===== src/rtl/fetch_inst_queue.sv =====
// Circular instruction queue between fetch and decode/dispatch; flushes on branch mispredict.
// Optional same-cycle enq->deq bypass when empty: define FETCH_Q_BYPASS_EN.
module fetch_inst_queue #(
  parameter  int DEPTH = 16,
  localparam int PTR_W = $clog2(DEPTH) + 1
) (
  input  logic             clk,
  input  logic             rst,
  input  logic             branch_mispredict,
  input  logic             enq_valid,
  input  logic [31:0]      enq_inst,
  input  logic [31:0]      enq_pc,
  input  logic [31:0]      enq_pc_next,
  input  logic [63:0]      enq_order,
  input  logic             enq_br_pred,
  output logic             is_fetch_q_full,
  input  logic             deq_ready,
  output logic             deq_valid,
  output logic [31:0]      deq_inst,
  output logic [31:0]      deq_pc,
  output logic [31:0]      deq_pc_next,
  output logic [63:0]      deq_order,
  output logic             deq_br_pred,
  output logic [PTR_W-1:0] q_count
);

  localparam int IDX_W   = PTR_W - 1;
  localparam int ENTRY_W = 32 + 32 + 32 + 64 + 1;

  logic [PTR_W-1:0]   wptr_q, wptr_d, rptr_q, rptr_d;
  logic [IDX_W-1:0]   widx, ridx;
  logic [ENTRY_W-1:0] mem_q [DEPTH];
  logic [ENTRY_W-1:0] enq_entry, head_entry;
  logic               empty, full, bypass, enq_fire, deq_fire;

  assign widx = wptr_q[IDX_W-1:0];
  assign ridx = rptr_q[IDX_W-1:0];

  assign empty = (wptr_q == rptr_q);
  assign full  = (widx == ridx) && (wptr_q[PTR_W-1] != rptr_q[PTR_W-1]);

  assign is_fetch_q_full = full;
  assign q_count         = wptr_q - rptr_q;

  assign enq_entry  = {enq_inst, enq_pc, enq_pc_next, enq_order, enq_br_pred};
  assign head_entry = mem_q[ridx];

`ifdef FETCH_Q_BYPASS_EN
  assign bypass = empty && enq_valid && !branch_mispredict;
`else
  assign bypass = 1'b0;
`endif

  assign deq_valid = !branch_mispredict && (!empty || bypass);
  assign {deq_inst, deq_pc, deq_pc_next, deq_order, deq_br_pred} =
    bypass ? enq_entry : head_entry;

  // A bypassed entry consumed in the same cycle never touches storage.
  assign enq_fire = enq_valid && !full && !branch_mispredict && !(bypass && deq_ready);
  assign deq_fire = !empty && deq_ready && !branch_mispredict;

  always_comb begin
    wptr_d = wptr_q;
    rptr_d = rptr_q;
    if (branch_mispredict) begin
      wptr_d = '0;
      rptr_d = '0;
    end else begin
      if (enq_fire) wptr_d = wptr_q + PTR_W'(1);
      if (deq_fire) rptr_d = rptr_q + PTR_W'(1);
    end
  end

  always_ff @(posedge clk) begin
    if (rst) begin
      wptr_q <= '0;
      rptr_q <= '0;
    end else begin
      wptr_q <= wptr_d;
      rptr_q <= rptr_d;
    end
  end

  // Storage is intentionally not reset; pointers alone define validity.
  always_ff @(posedge clk) begin
    if (enq_fire) mem_q[widx] <= enq_entry;
  end

endmodule


===== config.mk =====
export PLATFORM = sky130hd
export DESIGN_NAME = fetch_inst_queue
export DESIGN_NICKNAME = d
export VERILOG_FILES = /design/src/rtl/fetch_inst_queue.sv
export SDC_FILE = /design/constraint.sdc
export NUM_CORES = 2
export LEC_CHECK = 0
export BUFFER_PORTS_ARGS = -buffer_cell sky130_fd_sc_hd__buf_2
export CORE_MARGIN = 2
export CORE_UTILIZATION = 50
export CTS_CLUSTER_DIAMETER = 120
export DETAILED_ROUTE_END_ITERATION = 16
export HOLD_SLACK_MARGIN = 0.03
export PLACE_DENSITY_LB_ADDON = 0.15
export RECOVER_POWER = 100
export SLEW_MARGIN = 30
export SYNTH_ARGS = -nofsm -noshare
export SYNTH_HDL_FRONTEND = slang
export SYNTH_SLANG_ARGS = --single-unit

===== constraint.sdc =====
create_clock -name clk -period 47.8 [get_ports clk]
set_clock_uncertainty 0.15 [all_clocks]
set_input_delay 11.95 -clock clk [delete_from_list [all_inputs] [get_ports clk]]
set_output_delay 11.95 -clock clk [all_outputs]
set_load 0.03 [all_outputs]

---- Word-level counts from Yosys, hierarchy flattened ----
Memories as Yosys holds them, arrays and structs flattened. A register that Yosys moved wholly into a read port is not among the register bits.
Index checks and enable logic that the tools add are counted.
cells by class
  add/subtract/negate cells ............... 3
  muxes and demuxes ....................... 4
  reduce and logical (&&, ||, !) cells .... 10
  equal/unequal tests ..................... 3
operator list
  cell                                         number
  adder 5 x 1 -> 5 bit, second input constant  2
  2-to-1 mux 4 bit                             2
  logical AND 1 bit                            6
  equality test 5 bit                          1
  subtractor 5 bit                             1
  equality test 4 bit                          1
  zero test 1 bit                              3
  2-to-1 mux 1 bit                             2
  OR reduction 2 bit                           1
  inequality test 1 bit                        1
word-level totals
  memories ................................ 1
  bits in writable memories ............... 2576
  output and inout bits ................... 168
  word-level logic and storage cells ...... 23
  bits in registers ....................... 10
memory list
  memory  words  width  read ports  clocked after memory_dff  wr ports  line  source
  mem_q   16     161    1           1                         1         32    logic [ENTRY_W-1:0] mem_q [DEPTH];

---- Logic depth before layout (Yosys ltp) ----
  depth after elaboration ................. 7
  mapped depth ............................ 7

---- Worst setup path after synthesis ----
Ideal clock, no wire load.
  path kind ............................... input -> output
  start ................................... input branch_mispredict
  end ..................................... output deq_valid
  setup slack ............................. 23.398 ns
  path buffers ............................ 0
  cell stages on the path ................. 2
  data arrival time ....................... 12.302 ns
  path through ............................ a21o_1 inv_1
on the way
  cells in the longest elaborated chain, start to end .. 2
RTL lines
  item                line  source
  start: declaration  9     input logic branch_mispredict,
  zero test 1 bit     54    assign deq_valid = !branch_mispredict && (!empty || bypass);
  logical AND 1 bit   54
  end: declaration    18    output logic deq_valid,
Every way passes these cells.

==> out/metrics.cfg <==
[status]
status=complete, but fails checks
violations=max-capacitance violations, max-slew violations

[place]
dp_slack_ps=23150
dp_hpwl_um=112000
portBuffers=333
gp_congestion=0.717

[clock_tree]
postCtsSetupBuffers=0
cts_root_buffer=clkbuf_16
tritoncts=built
post_cts_resized=0
max-clock-path-buffers=4
clock_latency_ps=880
numCtsBuffers=283
cts_sinks=2590
h-tree-depth=5
hold_buffers=0
clk_pin_slew_ps=60

[timing]
rsz0062_at_grt=no
fin_crit_sh_pct=61.3
fmax_mhz=34.1
holdWs_ps=443
slew_viol_final=3531
final-setup-viol-count=0
tns_ps=0
worst_pin_slew_ps=9620
finalWorstSetupSlack_ps=18500
maxSlewHeadroom_pct=-541
period_needed_ps=29300
hold_viol=0

[drt]
top_layer=met5
viasPerCell=6.17
wl_per_cell_um=31.2
drtIter0Drc=4474
vias=44900
wirelength_um=227000
remaining_drc_errors=0
first_pass_iters=6
dr_wl_met2_um=111000
wl_met1_um=94700
ant_nets=0
met3_length_um=14800

[floorplanning]
fp.coreArea_sq_mm=0.193
die_w_um=444
die_h_um=444
io_pins=334
rows=161
initial_core_util_pct=50.4
dieArea_sq_mm=0.198

[yosys]
synth_commonest_cells=edfxtp_1 (2,576), mux4_2 (644), a22oi_1 (190), o22ai_1 (132), nand2_1 (101)
yosys-top-cells-area=edfxtp_1 (80%), mux4_2 (15%), a22oi_1 (1.5%)
synth-seq-area-share_pct=80.1
ys.flop_type=edfxtp_1
synth_area_sq_mm=0.0970
syn_inst=4046
yosysWarnings=0
synth_largest_area_cell=edfxtp_1
synth_edf_count=2576
synth.top_cell.area_share_pct=79.8
syn_nets=4222
synthArstFlopShare_pct=0
synth.avg_cell_area_sq_um=24.0
synth_seq_cells=2590
yosysUniqueCellTypes=36
yosysMostFrequentCell=edfxtp_1

[critical_path]
worstPathMaxFanout=91
cp-start-kind=register
crit_chain=clkbuf_1 -> clkbuf_1 -> clkbuf_1 -> clkbuf_1 -> mux4_2 -> a22oi_1 -> nand2_1 -> clkbuf_1
cp.required_ps=35700
critPathMaxStageDelay_ps=5540
cp-end-kind=output port
critical-path-slowest-cell=clkbuf_1
cp_top_family=buffers and inverters
crit_type=register to output port
cp_common_cell=clkbuf_1
cp_num_buf_inv=5
worstPathArrival_ps=17200

[power_and_ir_drop]
p_int_mw=3.69
p_sw_mw=0.908
fin_total_pwr_mw=4.60
powerDensity_mw_per_mm2=42.1
pwr-share-seq_pct=54.6
clock_power_share_pct=43.4
p_comb_share_pct=2.0
p_leak_nw=32.6
swShare_pct=19.7
peakVddDrop_mv=0.0308

[cells_and_area]
synthToLayoutAreaGrowth_pct=12.6
multi_input_area_sq_mm=0.0181
final_nets=4723
drive_gt1_share_pct=22.3
fill_cells=14200
register_area_sq_mm=0.0776

[grt]
grt-ovfl-total=0
grt_usage_pct=23.1
first_global_vias=46100
grt_max_degree=108
grt_pass1_wl_um=326000
antenna_found_initial=45

[worst_hold_path]
hold_class=register to register

[run]
max_cap_violations=82

-- cell type report --
cell class / instances / area share [%]
Clock buffer: 362 / 6.92
Antenna cell: 7 / 0.0160
Inverter: 9 / 0.0309
Multi-Input combinational cell: 1228 / 16.6
Sequential cell: 2590 / 71.1
Timing Repair Buffer: 435 / 1.70
Clock inverter: 116 / 0.719
Tap cell: 2526 / 2.90
-- layer usage --
| layer | GRT usage [%] | up-vias |
|---|---|---|
| li1 | - | 18400 |
| met1 | 32.7 | 24500 |
| met2 | 37.0 | 1523 |
| met3 | 4.23 | 402 |
| met4 | 6.96 | 30 |
| met5 | 0 | - |
-- layout by cell type, fill, tap and decap left out, types with 5 or more instances in the layout --
cell type	instances
edfxtp_1	2576
mux4_2	644
clkbuf_1	455
clkbuf_16	291
a22oi_1	190
o22ai_1	132
nand2_1	100
nor2_1	86
clkinv_1	65
clkinv_2	30
buf_2	24
buf_4	19
dfxtp_1	13
inv_1	9
ha_1	9
bufinv_16	9
diode_2	7
xnor2_1	7
nor2_4	5
nand2b_1	5
buf_12	5
-- power by group through the flow --
| stage | sequential, mW | clock, mW | combinational (mW) |
|---|---|---|---|
| 6_report | 2.51 | 1.99 | 0.0933 |
| 5_1_grt | 2.51 | 2.12 | 0.102 |
| 4_1_cts | 2.51 | 2.03 | 0.0983 |
| 3_5_place_dp | 2.56 | 0 | 0.0981 |
| 3_3_place_gp | 2.56 | 0 | 0.0955 |
| 2_1_floorplan | 2.56 | 0 | 0.0444 |
-- logic make-up (layout without fill, tap and decap cells) --
logic type | count (synthesis) | count (layout) | share of synthesized area [%]
adders and majority gates | 10 | 10 | 0.137
and+or+nand+nor | 222 | 222 | 0.931
xor gates and xnor gates | 12 | 12 | 0.116
AOI/OAI and AO/OA | 338 | 338 | 2.44
other | 0 | 7 | 0
muxes | 646 | 646 | 15.0
buffers and inverters | 228 | 922 | 1.35
DFF | 2590 | 2590 | 80.1
-- worst register-to-register path: stages, from the launching register on --
cell and delay, ps:
dfxtp_1 590, ha_1 370, and4_1 230, a211oi_1 470, nand2_1 250, nor2_1 1200, clkbuf_1 2190, clkbuf_1 6190
-- registers in the layout, summed over array words and instances (netlist names), named ones only --
| signal | flops |
|---|---|
| mem_q | 2576 |
| rptr_q | 5 |
| wptr_q | 5 |
-- path summary, 6_finish.rpt --
check / from / end / slack [ps] / cells after the start
setup reg to reg: wptr_q[2] / mem_q[6][123] / 35410 / 7
hold reg to reg: rptr_q[3] / rptr_q[3] / 440 / 2
hold / removal: rptr_q[3] / rptr_q[3] / 440 / 2
setup / recovery: register / deq_pc_next[27] / 18500 / 8
-- through the flow --
stage          area, sq um  utilization, %  std cells
2_1_floorplan        97000               -       4046
3_3_place_gp        102000            52.7       6780
3_5_place_dp        102000            52.8       6784
4_1_cts             110000            57.1       7262
5_1_grt             109000            56.7       7271
6_report            109000            56.7       7273
(Power assumes the default switching activity.)
